`config.mk`:
```
export PLATFORM = sky130hd
export DESIGN_NAME = rx_frame_arbiter_flat
export DESIGN_NICKNAME = d
export VERILOG_FILES = /design/src/rtl/rx_frame_arbiter_if.sv /design/src/rtl/rx_frame_arbiter.sv /design/src/flat_wrapper.sv
export SDC_FILE = /design/constraint.sdc
export NUM_CORES = 1
export LEC_CHECK = 0
export ABC_CLOCK_PERIOD_IN_PS = 1900
export BUFFER_PORTS_ARGS = -buffer_cell sky130_fd_sc_hd__buf_4
export CORE_AREA = 4 4 50 52
export CTS_BUF_LIST = sky130_fd_sc_hd__clkbuf_4 sky130_fd_sc_hd__clkbuf_8 sky130_fd_sc_hd__clkbuf_16
export DETAILED_ROUTE_END_ITERATION = 8
export DIE_AREA = 0 0 54 56
export HOLD_SLACK_MARGIN = 0.05
export PLACE_DENSITY = 0.78
export RECOVER_POWER = 100
export SLEW_MARGIN = 20
export SYNTH_ARGS = -nofsm -noshare
export SYNTH_HDL_FRONTEND = slang
export SYNTH_SLANG_ARGS = --single-unit
```
`constraint.sdc`:
```
create_clock -name clk -period 1.9 [get_ports clk]
set_clock_uncertainty 0.2 [all_clocks]
set_input_delay 0.19 -clock clk [delete_from_list [all_inputs] [get_ports clk]]
set_output_delay 0.19 -clock clk [all_outputs]
set_load 0.02 [all_outputs]
```
`src/rtl/rx_frame_arbiter_if.sv`:
```
// Bundle between rx_frame_arbiter, the four RX PACKET_FIFO read sides and MAC_DEC.
// master = arbiter, slave = FIFO read side plus MAC decoder (or the bench standing in for them).
interface rx_frame_arbiter_if #(
  parameter int PORT_NUM = 4,
  parameter int DATA_W   = 8
);
  // Handshake: the arbiter pulses i_fifo_rden[p] only while o_ready is high and FIFO p is
  // not empty. The FIFO returns that byte and its EOD flag one cycle later, and the arbiter
  // forwards them in that same cycle as a one-cycle o_valid pulse. o_ready gates only new
  // reads, so a byte already read is always delivered.
  logic [PORT_NUM*DATA_W-1:0] i_fifo_dout;
  logic [PORT_NUM-1:0]        i_fifo_empty;
  logic [PORT_NUM-1:0]        i_fifo_del;
  logic [PORT_NUM-1:0]        i_fifo_rden;
  logic                       o_ready;
  logic [DATA_W-1:0]          o_data;
  logic                       o_valid;
  logic                       o_sof;
  logic                       o_eof;
  logic [1:0]                 o_port;
  logic                       o_abort;
  logic [1:0]                 dbg_state;

  modport master (
    input  i_fifo_dout, i_fifo_empty, i_fifo_del, o_ready,
    output i_fifo_rden, o_data, o_valid, o_sof, o_eof, o_port, o_abort, dbg_state
  );

  modport slave (
    output i_fifo_dout, i_fifo_empty, i_fifo_del, o_ready,
    input  i_fifo_rden, o_data, o_valid, o_sof, o_eof, o_port, o_abort, dbg_state
  );
endinterface

```
`src/rtl/rx_frame_arbiter.sv`:
```
// Frame-granular round-robin arbiter from the RX FIFOs to MAC_DEC; one whole frame per grant.
// Optional mid-frame stall abort is enabled by defining RX_ARB_TIMEOUT_EN.
module rx_frame_arbiter #(
  parameter int PORT_NUM = 4,
  parameter int DATA_W   = 8
`ifdef RX_ARB_TIMEOUT_EN
  ,
  parameter int TIMEOUT_CYC = 4096
`endif
) (
  input  logic               clk,
  input  logic               arst_n,
  rx_frame_arbiter_if.master bus
);
  localparam int PORT_W = 2;

  localparam logic [1:0] ST_IDLE = 2'd0;
  localparam logic [1:0] ST_REQ  = 2'd1;
  localparam logic [1:0] ST_WAIT = 2'd2;

  logic [1:0]        state_q, state_d;
  logic [PORT_W-1:0] ptr_q, ptr_d;
  logic [PORT_W-1:0] port_q, port_d;
  logic              first_q, first_d;

  logic              hit;
  logic [PORT_W-1:0] hit_port;
  logic              sel_empty;
  logic              sel_del;
  logic [DATA_W-1:0] sel_dout;
  logic              rd_fire;
  logic              timeout;

  // Descending scan so the smallest offset from ptr_q wins.
  always_comb begin
    hit      = 1'b0;
    hit_port = ptr_q;
    for (int k = PORT_NUM - 1; k >= 0; k--) begin
      if (!bus.i_fifo_empty[ptr_q + PORT_W'(k)]) begin
        hit      = 1'b1;
        hit_port = ptr_q + PORT_W'(k);
      end
    end
  end

  assign sel_empty = bus.i_fifo_empty[port_q];
  assign sel_del   = bus.i_fifo_del[port_q];
  assign sel_dout  = bus.i_fifo_dout[int'(port_q) * DATA_W +: DATA_W];
  assign rd_fire   = (state_q == ST_REQ) && !sel_empty && bus.o_ready;

`ifdef RX_ARB_TIMEOUT_EN
  logic [11:0] stall_q, stall_d;

  // Counts consecutive empty cycles in REQ; any read or leaving REQ restarts it.
  always_comb begin
    stall_d = stall_q;
    if ((state_q != ST_REQ) || rd_fire) begin
      stall_d = '0;
    end else if (sel_empty) begin
      stall_d = stall_q + 12'd1;
    end
  end

  assign timeout = (state_q == ST_REQ) && sel_empty && (stall_q == 12'(TIMEOUT_CYC - 1));

  always_ff @(posedge clk or negedge arst_n) begin
    if (!arst_n) begin
      stall_q <= '0;
    end else begin
      stall_q <= stall_d;
    end
  end
`else
  assign timeout = 1'b0;
`endif

  always_comb begin
    state_d = state_q;
    ptr_d   = ptr_q;
    port_d  = port_q;
    first_d = first_q;
    case (state_q)
      ST_IDLE: begin
        if (hit) begin
          port_d  = hit_port;
          first_d = 1'b1;
          state_d = ST_REQ;
        end
      end
      ST_REQ: begin
        if (timeout) begin
          ptr_d   = port_q + 2'd1;
          state_d = ST_IDLE;
        end else if (rd_fire) begin
          state_d = ST_WAIT;
        end
      end
      ST_WAIT: begin
        first_d = 1'b0;
        if (sel_del) begin
          ptr_d   = port_q + 2'd1;
          state_d = ST_IDLE;
        end else begin
          state_d = ST_REQ;
        end
      end
      default: state_d = ST_IDLE;
    endcase
  end

  always_ff @(posedge clk or negedge arst_n) begin
    if (!arst_n) begin
      state_q <= ST_IDLE;
      ptr_q   <= '0;
      port_q  <= '0;
      first_q <= 1'b0;
    end else begin
      state_q <= state_d;
      ptr_q   <= ptr_d;
      port_q  <= port_d;
      first_q <= first_d;
    end
  end

  always_comb begin
    bus.i_fifo_rden = '0;
    if (rd_fire) begin
      bus.i_fifo_rden[port_q] = 1'b1;
    end
  end

  // The FIFO output registers feed o_data/o_eof directly in WAIT; gated to 0 elsewhere.
  assign bus.o_valid   = (state_q == ST_WAIT);
  assign bus.o_data    = bus.o_valid ? sel_dout : '0;
  assign bus.o_sof     = bus.o_valid & first_q;
  assign bus.o_eof     = bus.o_valid & sel_del;
  assign bus.o_port    = port_q;
  assign bus.o_abort   = timeout;
  assign bus.dbg_state = state_q;
endmodule
```
`src/flat_wrapper.sv`:
```
// flat-port wrapper written by rule: the top's interface ports become plain ports
module rx_frame_arbiter_flat 
#(
  parameter int PORT_NUM = 4,
  parameter int DATA_W   = 8

)
  (clk, arst_n, bus_i_fifo_dout, bus_i_fifo_empty, bus_i_fifo_del, bus_o_ready, bus_i_fifo_rden, bus_o_data, bus_o_valid, bus_o_sof, bus_o_eof, bus_o_port, bus_o_abort, bus_dbg_state);
  rx_frame_arbiter_if #(.PORT_NUM(PORT_NUM), .DATA_W(DATA_W)) bus_i ();
  input  logic clk;
  input  logic arst_n;
  input wire logic [$bits(bus_i.i_fifo_dout)-1:0] bus_i_fifo_dout;
  input wire logic [$bits(bus_i.i_fifo_empty)-1:0] bus_i_fifo_empty;
  input wire logic [$bits(bus_i.i_fifo_del)-1:0] bus_i_fifo_del;
  input wire logic [$bits(bus_i.o_ready)-1:0] bus_o_ready;
  output wire logic [$bits(bus_i.i_fifo_rden)-1:0] bus_i_fifo_rden;
  output wire logic [$bits(bus_i.o_data)-1:0] bus_o_data;
  output wire logic [$bits(bus_i.o_valid)-1:0] bus_o_valid;
  output wire logic [$bits(bus_i.o_sof)-1:0] bus_o_sof;
  output wire logic [$bits(bus_i.o_eof)-1:0] bus_o_eof;
  output wire logic [$bits(bus_i.o_port)-1:0] bus_o_port;
  output wire logic [$bits(bus_i.o_abort)-1:0] bus_o_abort;
  output wire logic [$bits(bus_i.dbg_state)-1:0] bus_dbg_state;
  assign bus_i.i_fifo_dout = bus_i_fifo_dout;
  assign bus_i.i_fifo_empty = bus_i_fifo_empty;
  assign bus_i.i_fifo_del = bus_i_fifo_del;
  assign bus_i.o_ready = bus_o_ready;
  assign bus_i_fifo_rden = bus_i.i_fifo_rden;
  assign bus_o_data = bus_i.o_data;
  assign bus_o_valid = bus_i.o_valid;
  assign bus_o_sof = bus_i.o_sof;
  assign bus_o_eof = bus_i.o_eof;
  assign bus_o_port = bus_i.o_port;
  assign bus_o_abort = bus_i.o_abort;
  assign bus_dbg_state = bus_i.dbg_state;
  rx_frame_arbiter #(.PORT_NUM(PORT_NUM), .DATA_W(DATA_W)) u_core (.clk(clk), .arst_n(arst_n), .bus(bus_i));
endmodule
```
==> impl_metrics.env, run 1 <==
export IMPL_pwr_share_comb_pct=67.4
export IMPL_cp_end_kind="output pin"
export IMPL_syn_inst=72
export IMPL_ir_drop_mv=0.743
export IMPL_fmax_mhz=476
export IMPL_stdcell_count=171
export IMPL_rows=17
export IMPL_violations="negative setup slack"
export IMPL_post_route_period_util_pct=110
export IMPL_clock_sinks=7
export IMPL_final_nets=191
export IMPL_dr_first_iter_drc_count=14
export IMPL_outcome="complete, but fails checks"
export IMPL_grt_overflow=0
export IMPL_critical_path_class="flop to output pin"
export IMPL_cts_buffer_depth=2
export IMPL_crit_fanout=5
export IMPL_ys_seq_elements=7
export IMPL_numPortBuffers=61
export IMPL_core_area_mm2=0.00211
export IMPL_die_w_um=54
export IMPL_final_antenna_net_count=0
export IMPL_vias=867
export IMPL_wl_mm=2.49
export IMPL_grt_usage_pct=16.2
export IMPL_finalSetupViolCount=15
export IMPL_avgViaCountPerCell=5.07
export IMPL_syn_avg_cell_area_um2=11.0
export IMPL_cts_tree="done"
export IMPL_yosysSeqAreaShare_pct=22.2
export IMPL_worstPathRequired_ns=1.51
export IMPL_swShare_pct=40.1
export IMPL_syn_cell_area_um2=790
export IMPL_grt_pass1_wl_mm=3.51
export IMPL_clk_latency_ns=0.25
export IMPL_synth_distinct_cells=29
export IMPL_ios=63
export IMPL_syn_to_final_growth_pct=77.3
export IMPL_power_density_mw_per_mm2=1010
export IMPL_met3_usage_pct=6.17
export IMPL_startpoint_type="flop"
export IMPL_initial_core_util_pct=37.5
export IMPL_dp_cells=160
export IMPL_drive_gt1_share_pct=63.6
export IMPL_power_switching_w=0.000565
export IMPL_rsz0062_at_grt="yes"
export IMPL_fp_dieArea_mm2=0.00302
export IMPL_wl_per_cell_um=14.5
export IMPL_htreeDepth=1
export IMPL_final_cell_area_mm2=0.00140
export IMPL_root_buffer="clkbuf_4"
export IMPL_fin_ws_ns=-0.199
export IMPL_fin_setup_tns_ns=-2.38
export IMPL_dp_hpwl_mm=1.99
export IMPL_first_pass_iters=4
export IMPL_globalplace_congestion=0.751
export IMPL_synth_main_ff_cell="dfrtp_1"
export IMPL_hold_class="input port to flop"
export IMPL_fillers=179
export IMPL_pwr_share_seq_pct=21.8
export IMPL_ys_warnings_count=0
export IMPL_drc=0
export IMPL_synth_nets=119
export IMPL_die_h_um=56
export IMPL_synthArstFlopShare_pct=100
export IMPL_antenna_found_initial=0
export IMPL_maxCapViolations=0
export IMPL_placed_cell_area_mm2=0.00129
export IMPL_power_share_clock_pct=10.7
export IMPL_diodes=0
export IMPL_path_clk_slew_ns=0.05
export IMPL_cts_buffers=3
export IMPL_crit_arrival_ns=1.71
export IMPL_met2_usage_pct=29.1
export IMPL_grt_max_degree=12
export IMPL_hold_viol=0
export IMPL_dp_slack_ns=0.00168
export IMPL_p_int_w=0.000845
export IMPL_p_leak_nw=0.696
export IMPL_synth_edf_count=0
export IMPL_final_core_util_pct=66.5
export IMPL_period_minus_slack_ns=2.10
export IMPL_maxSlewViolCount=0
export IMPL_top_usage_layer="met2"
export IMPL_use_met1_pct=15.4
export IMPL_grt_pass1_vias=766
Yosys cell counts (2+ instances only):
cell | n | area (um2)
inv_1 | 6 | 22.5
dfrtp_1 | 7 | 175
o32ai_1 | 2 | 17.5
buf_4 | 2 | 15.0
nor2_1 | 2 | 7.51
nand2_1 | 2 | 7.51
nand2b_1 | 2 | 12.5
ha_1 | 4 | 50.1
nor2b_1 | 2 | 12.5
mux4_2 | 10 | 225
o21ai_0 | 2 | 10.0
mux2_2 | 2 | 22.5
and2_1 | 12 | 75.1
o21a_1 | 2 | 15.0
layer usage:
metal  vias up  part of all wire [%]
met1       395                    35
met5         -                     0
met4         0                   1.5
met3         7                    14
met2        60                    50
li1        405                     -
power groups by stage:
stage	clock network [W]	registers (W)	logic, W
3_5_place_dp	0	0.000315	0.000886
6_report	0.000151	0.000308	0.000950
3_3_place_gp	0	0.000311	0.000870
4_1_cts	0.000161	0.000307	0.000983
2_1_floorplan	0	0.000333	0.000536
5_1_grt	0.000167	0.000316	0.00102
layout by cell type (no fill, tap or decap), types with 4 or more instances in the layout:
cell,instances
clkbuf_4,4
clkbuf_1,5
dfrtp_1,6
and2_1,6
inv_1,6
and2_4,6
ha_1,4
buf_6,7
mux4_2,10
buf_4,55
timing repair:
item                                    CTS  global route
endpoints found under the setup margin   13            15
resized for setup                        12             7
setup buffers                             5             2
hold buffers                              2             0
endpoints found under the hold margin     8             0
pin swaps                                 5             0
cell type report:
type	count	area, um2	share of cell area [%]
Inverter	6	22.5	1.61
Sequential cell	7	176	12.6
Clock buffer	4	30.0	2.14
Multi-Input combinational cell	55	581	41.5
Timing Repair Buffer	71	556	39.7
Tap cell	28	35.0	2.50
through the flow:
stage | hold WS [ns] | power (W)
finish | 0.111 | 0.00141
global route | 0.101 | 0.00150
CTS | 0.0635 | 0.00145
detailed placement | -0.191 | 0.00120
global placement | -0.193 | 0.00118
floorplan | -0.306 | 0.000869
worst max-delay path, stage by stage, from the launching register on:
cell	delay [ns]
dfrtp_2	0.38
mux4_2	0.54
nor3b_4	0.24
and2_4	0.18
buf_6	0.11
logic make-up (layout without fill, tap and decap cells):
family                     count (synthesis)  count (layout)  share of synthesized area, %
and+or+nand+nor                           27              27                          23.3
muxes                                     13              13                          32.6
AOI/OAI and AO/OA                         10              10                          9.19
buffers and inverters                     10              81                          5.86
DFF                                        7               7                          22.2
adders and majority gates                  4               4                          6.34
other                                      1               1                         0.475
state kept, by name, summed over array words and instances (netlist names):
signal and count:
u_core.bus.o_port 2, u_core.bus.dbg_state 2, u_core.ptr_q 2, u_core.first_q 1
final timing paths:
kind	startpoint	endpoint	slack, ns	depth (start not counted)
max in group asynchronous	arst_n	u_core.bus.o_port[0]	1.01	2
min reg2reg	u_core.first_q	u_core.first_q	0.34	2
min in group asynchronous	arst_n	u_core.ptr_q[1]	0.17	2
min	bus_i_fifo_empty[0]	u_core.bus.o_port[0]	0.11	3
max	u_core.bus.o_port[0]	bus_i_fifo_rden[3]	-0.20	4
max reg2reg	u_core.bus.o_port[0]	u_core.ptr_q[0]	-0.08	6
No activity file was read; power rests on OpenSTA's default activity.
==> run 2: changes to the inputs <==
- RECOVER_POWER: 100 -> unset
==> run 2 against run 1 <==
Effect of this change:
- the run still ends with negative setup slack left
- core utilization grew 1.3 points
- critical path depth unchanged
- sequential power is essentially flat
- worst setup slack got worse by 0.00082 ns
- flip-flop and latch count unchanged
- register-to-register slack hardly changed
- critical path type unchanged
- clock power about the same
- first-iteration DRC count rose by 21%
- combinational power rose by 3.9%
==> impl_metrics.env, run 2 (synthesized netlist as in run 1, its figures left out) <==
export IMPL_ios=63
export IMPL_drive_gt1_share_pct=68.5
export IMPL_final_cell_mix="buf_4 (61), mux4_2 (10), buf_6 (7)"
export IMPL_maxSlewViolCount=0
export IMPL_wl_met3_um=374
export IMPL_final_cell_area_mm2=0.00143
export IMPL_core_area_mm2=0.00211
export IMPL_post_route_period_util_pct=111
export IMPL_antenna_found_initial=0
export IMPL_crit_fanout=5
export IMPL_reg2reg_slack_ns=-0.08
export IMPL_crit_path_start="u_core.bus.o_port[0]"
export IMPL_swShare_pct=39.1
export IMPL_globalplace_congestion=0.751
export IMPL_startpoint_type="flop"
export IMPL_first_pass_iters=4
export IMPL_avgViaCountPerCell=5.05
export IMPL_cts_buffer_depth=2
export IMPL_die_h_um=56
export IMPL_reg2reg_to="u_core.ptr_q[0]"
export IMPL_grt_max_degree=12
export IMPL_rows=17
export IMPL_path_clk_slew_ns=0.05
export IMPL_dp_slack_ns=0.00168
export IMPL_period_minus_slack_ns=2.10
export IMPL_wl_per_cell_um=14.5
export IMPL_clk_latency_ns=0.26
export IMPL_wl_met2_mm=1.24
export IMPL_final_nets=191
export IMPL_p_int_w=0.000883
export IMPL_worstPathRequired_ns=1.51
export IMPL_critical_path_class="flop to output pin"
export IMPL_cts_tree="done"
export IMPL_grt_usage_pct=16.2
export IMPL_diodes=0
export IMPL_crit_arrival_ns=1.71
export IMPL_numPortBuffers=61
export IMPL_total_power_w=0.00145
export IMPL_whs_ns=0.0835
export IMPL_met1Wirelength_um=830
export IMPL_maxCapViolations=0
export IMPL_wl_mm=2.49
export IMPL_grt_pass1_vias=766
export IMPL_clock_sinks=7
export IMPL_fp_dieArea_mm2=0.00302
export IMPL_dp_hpwl_mm=1.99
export IMPL_rr_worst_depth=6
export IMPL_pwr_share_comb_pct=68.1
export IMPL_pwr_share_seq_pct=21.4
export IMPL_final_antenna_net_count=0
export IMPL_multi_input_area_um2=586
export IMPL_grt_overflow=0
export IMPL_die_w_um=54
export IMPL_fmax_mhz=476
export IMPL_htreeDepth=1
export IMPL_drc=0
export IMPL_ir_drop_mv=0.776
export IMPL_top_layer_used="met4"
export IMPL_final_common_cell="buf_4"
export IMPL_rsz0062_at_grt="yes"
export IMPL_violations="negative setup slack"
export IMPL_grt_pass1_wl_mm=3.51
export IMPL_initial_core_util_pct=37.5
export IMPL_power_share_clock_pct=10.5
export IMPL_syn_to_final_growth_pct=80.8
export IMPL_cp_end_kind="output pin"
export IMPL_p_leak_nw=0.716
export IMPL_hold_class="input port to asynchronous set/reset pin"
export IMPL_worstReg2RegStart="u_core.bus.o_port[0]"
export IMPL_regArea_um2=178
export IMPL_fin_ws_ns=-0.200
export IMPL_vias=863
export IMPL_outcome="complete, but fails checks"
export IMPL_hold_viol=0
export IMPL_power_switching_w=0.000567
export IMPL_power_density_mw_per_mm2=1020
export IMPL_fillers=167
export IMPL_finalSetupViolCount=15
export IMPL_dr_first_iter_drc_count=17
export IMPL_placed_cell_area_mm2=0.00129
export IMPL_root_buffer="clkbuf_4"
export IMPL_cts_buffers=3
==> run 2: cell types whose count changed in the layout (fill, tap and decap cells not counted) <==
cell / before / now
dfrtp_1: 6 / 5
clkbuf_2: 1 / 0
or3_1: 1 / 0
buf_4: 55 / 61
dfrtp_2: 1 / 2
clkbuf_1: 5 / 0
or3_4: 0 / 1
==> run 2: how the worst max path moves through the flow <==
stage / endpoint / cells after the start
2_1_floorplan: bus_i_fifo_rden[0] / 3
3_3_place_gp: bus_i_fifo_rden[3] / 4
3_5_place_dp: bus_i_fifo_rden[3] / 4
4_1_cts: bus_i_fifo_rden[3] / 4
5_1_grt: bus_i_fifo_rden[2] / 4
6_report: bus_i_fifo_rden[3] / 4
==> run 2: repair_timing <==
item / CTS / global route
endpoints found under the setup margin: 13 / 15
resized for setup: 12 / 7
pin swaps: 5 / 0
buffers inserted: 5 / 2
hold endpoints to repair: 8 / 0
hold buffers: 2 / 0
==> run 2: layout make-up <==
class                           instances  area share [%]
Multi-Input combinational cell         55            41.0
Sequential cell                         7            12.4
Timing Repair Buffer                   71            40.4
Inverter                                6            1.58
Clock buffer                            4            2.10
Tap cell                               28            2.45
==> run 2: through the flow <==
step                      setup TNS (ns)  instances  util, %
final                              -2.38        171     67.8
after global routing               -3.34        171     67.8
after global placement                 0        160     61.5
after CTS                          -2.45        171     67.4
after floorplan                        0         72        -
after detailed placement               0        160     61.5
==> run 2: worst max-delay path, stage by stage (launching register included) <==
cell and delay, ns:
dfrtp_2 0.38, mux4_2 0.54, nor3b_4 0.24, and2_4 0.18, buf_6 0.11
==> run 2: power by group through the flow <==
stage               sequential, W  clock, W  combinational, W
floorplan                0.000333         0          0.000536
global placement         0.000311         0          0.000870
detailed placement       0.000315         0          0.000886
CTS                      0.000307  0.000161          0.000983
global route             0.000319  0.000167           0.00106
finish                   0.000311  0.000152          0.000987
==> run 2: routing by layer <==
layer / vias up / global-route usage (%)
met2: 58 / 29.1
met5: - / 0
met4: 0 / 7.47
met3: 7 / 6.17
li1: 405 / -
met1: 393 / 15.4
==> run 3: changes to the inputs <==
- CORE_AREA: 4 4 50 52 -> 4 4 54 56
- DIE_AREA: 0 0 54 56 -> 0 0 58 60
- PLACE_DENSITY: 0.78 -> 0.72
==> run 3 against run 2 <==
Effect of this change:
- count of clock-buffer cells in the layout unchanged
- the run still ends with negative setup slack left
- worst hold slack improved by 0.011 ns
- first-iteration DRC count grew 71%
- critical path type unchanged
- register-to-register slack worse by 0.02 ns
- largest power group unchanged
- cell area rose by 7.6%
- non-clock buffer count grew 3
- via count grew 3.6%
- wire length rose by 30%
- critical path depth is the same
- largest cell class is now buffers
- fmax fell by 5.0%
- die area is 15% higher
==> impl_metrics.env, run 3 (synthesized netlist as in run 1, its figures left out) <==
export IMPL_stdcell_count=176
export IMPL_dp_slack_ns=-0.00350
export IMPL_violations="negative setup slack"
export IMPL_power_density_mw_per_mm2=1070
export IMPL_hold_class="input port to asynchronous set/reset pin"
export IMPL_syn_to_final_growth_pct=94.6
export IMPL_crit_fanout=5
export IMPL_ios=63
export IMPL_cp_end_kind="output pin"
export IMPL_crit_end="bus_i_fifo_rden[1]"
export IMPL_rows=18
export IMPL_wl_mm=3.23
export IMPL_whs_ns=0.0948
export IMPL_grt_overflow=0
export IMPL_worstPathRequired_ns=1.51
export IMPL_dr_first_iter_drc_count=29
export IMPL_regArea_um2=176
export IMPL_path_clk_slew_ns=0.06
export IMPL_first_pass_iters=4
export IMPL_diodes=0
export IMPL_grt_pass1_wl_mm=4.75
export IMPL_cts_buffer_depth=2
export IMPL_fmax_mhz=453
export IMPL_die_h_um=60
export IMPL_final_nets=194
export IMPL_hold_viol=0
export IMPL_multi_input_area_um2=608
export IMPL_crit_path_start="u_core.bus.o_port[0]"
export IMPL_grt_max_degree=14
export IMPL_final_cell_mix="buf_4 (55), buf_6 (14), mux4_2 (10), and2_4 (10), dfrtp_1 (6)"
export IMPL_period_minus_slack_ns=2.21
export IMPL_avgViaCountPerCell=5.08
export IMPL_antenna_found_initial=0
export IMPL_post_route_period_util_pct=116
export IMPL_drive_gt1_share_pct=72.6
export IMPL_clock_sinks=7
export IMPL_rsz0062_at_grt="yes"
export IMPL_wl_per_cell_um=18.3
export IMPL_critical_path_class="flop to output pin"
export IMPL_reg2reg_slack_ns=-0.10
export IMPL_final_antenna_net_count=0
export IMPL_finalSetupViolCount=15
export IMPL_clk_latency_ns=0.26
export IMPL_maxCapViolations=0
export IMPL_outcome="complete, but fails checks"
export IMPL_crit_arrival_ns=1.82
export IMPL_reg2reg_to="u_core.ptr_q[1]"
export IMPL_globalplace_congestion=0.804
export IMPL_root_buffer="clkbuf_4"
export IMPL_grt_usage_pct=18.2
export IMPL_fillers=188
export IMPL_p_leak_nw=0.760
export IMPL_dp_hpwl_mm=2.26
export IMPL_cts_buffers=3
export IMPL_worstReg2RegStart="u_core.bus.o_port[0]"
export IMPL_maxSlewViolCount=0
export IMPL_drc=0
export IMPL_fp_dieArea_mm2=0.00348
export IMPL_final_common_cell="buf_4"
export IMPL_fin_ws_ns=-0.310
export IMPL_dp_cells=162
export IMPL_ir_drop_mv=0.787
export IMPL_htreeDepth=1
export IMPL_startpoint_type="flop"
export IMPL_rr_worst_depth=6
export IMPL_die_w_um=58
export IMPL_numPortBuffers=61
export IMPL_initial_core_util_pct=32.5
export IMPL_core_area_mm2=0.00243
export IMPL_grt_pass1_vias=959
export IMPL_cts_tree="done"
export IMPL_vias=894
[run 3: routing by layer]
layer | up-vias | track usage (%) | wire length, um
met5 | - | 0 | 0
met4 | 0 | 5.96 | 53
met3 | 4 | 3.02 | 177
met2 | 37 | 35.0 | 1850
met1 | 438 | 20.0 | 1140
li1 | 415 | - | -
[run 3: critical path, stage by stage (launching register included)]
cell and delay [ns]:
dfrtp_2 0.40, mux4_2 0.55, nor3b_4 0.30, and2_1 0.19, buf_6 0.12
[run 3: what timing repair did]
item                                    4_1_cts  5_1_grt
pin swaps                                     2        3
endpoints found under the setup margin       13       15
cloned                                        1        0
resized for setup                            25        6
hold endpoints to repair                      8        0
hold buffers                                  2        0
setup buffers                                 3        4
[run 3: worst min-delay path by stage]
stage	startpoint	endpoint	slack, ns	cells past startpoint
3_5_place_dp	arst_n	u_core.bus.dbg_state[1]	-0.18	1
3_3_place_gp	arst_n	u_core.bus.dbg_state[1]	-0.19	1
6_report	arst_n	u_core.bus.dbg_state[1]	0.09	2
4_1_cts	arst_n	u_core.first_q	0.08	2
2_1_floorplan	arst_n	u_core.bus.dbg_state[0]	-0.31	0
5_1_grt	arst_n	u_core.first_q	0.09	2
[run 3: final cells by class]
cell class	instances	share of cell area, %
repair buffers	74	42.8
multi-input cells	55	39.6
flip-flops and latches	7	11.5
well taps	30	2.44
clock buffers	4	1.95
inverters	6	1.71
[run 3: report_power, final]
| group | total (W) | internal, W | switching (W) |
|---|---|---|---|
| clock network | 0.000159 | 0.0000950 | 0.0000641 |
| logic | 0.00118 | 0.000684 | 0.000492 |
| registers | 0.000302 | 0.000219 | 0.0000831 |
| total | 0.00164 | 0.000998 | 0.000640 |
[run 3: metrics by stage]
| step | instance area (um2) | total power [W] | setup TNS, ns | util (%) |
|---|---|---|---|---|
| after floorplan | 791 | 0.000869 | 0 | - |
| after global placement | 1300 | 0.00119 | 0 | 53.3 |
| after detailed placement | 1300 | 0.00121 | -0.00361 | 53.3 |
| after CTS | 1490 | 0.00157 | -2.72 | 61.2 |
| after global routing | 1540 | 0.00175 | -3.87 | 63.2 |
| final | 1540 | 0.00164 | -2.98 | 63.2 |
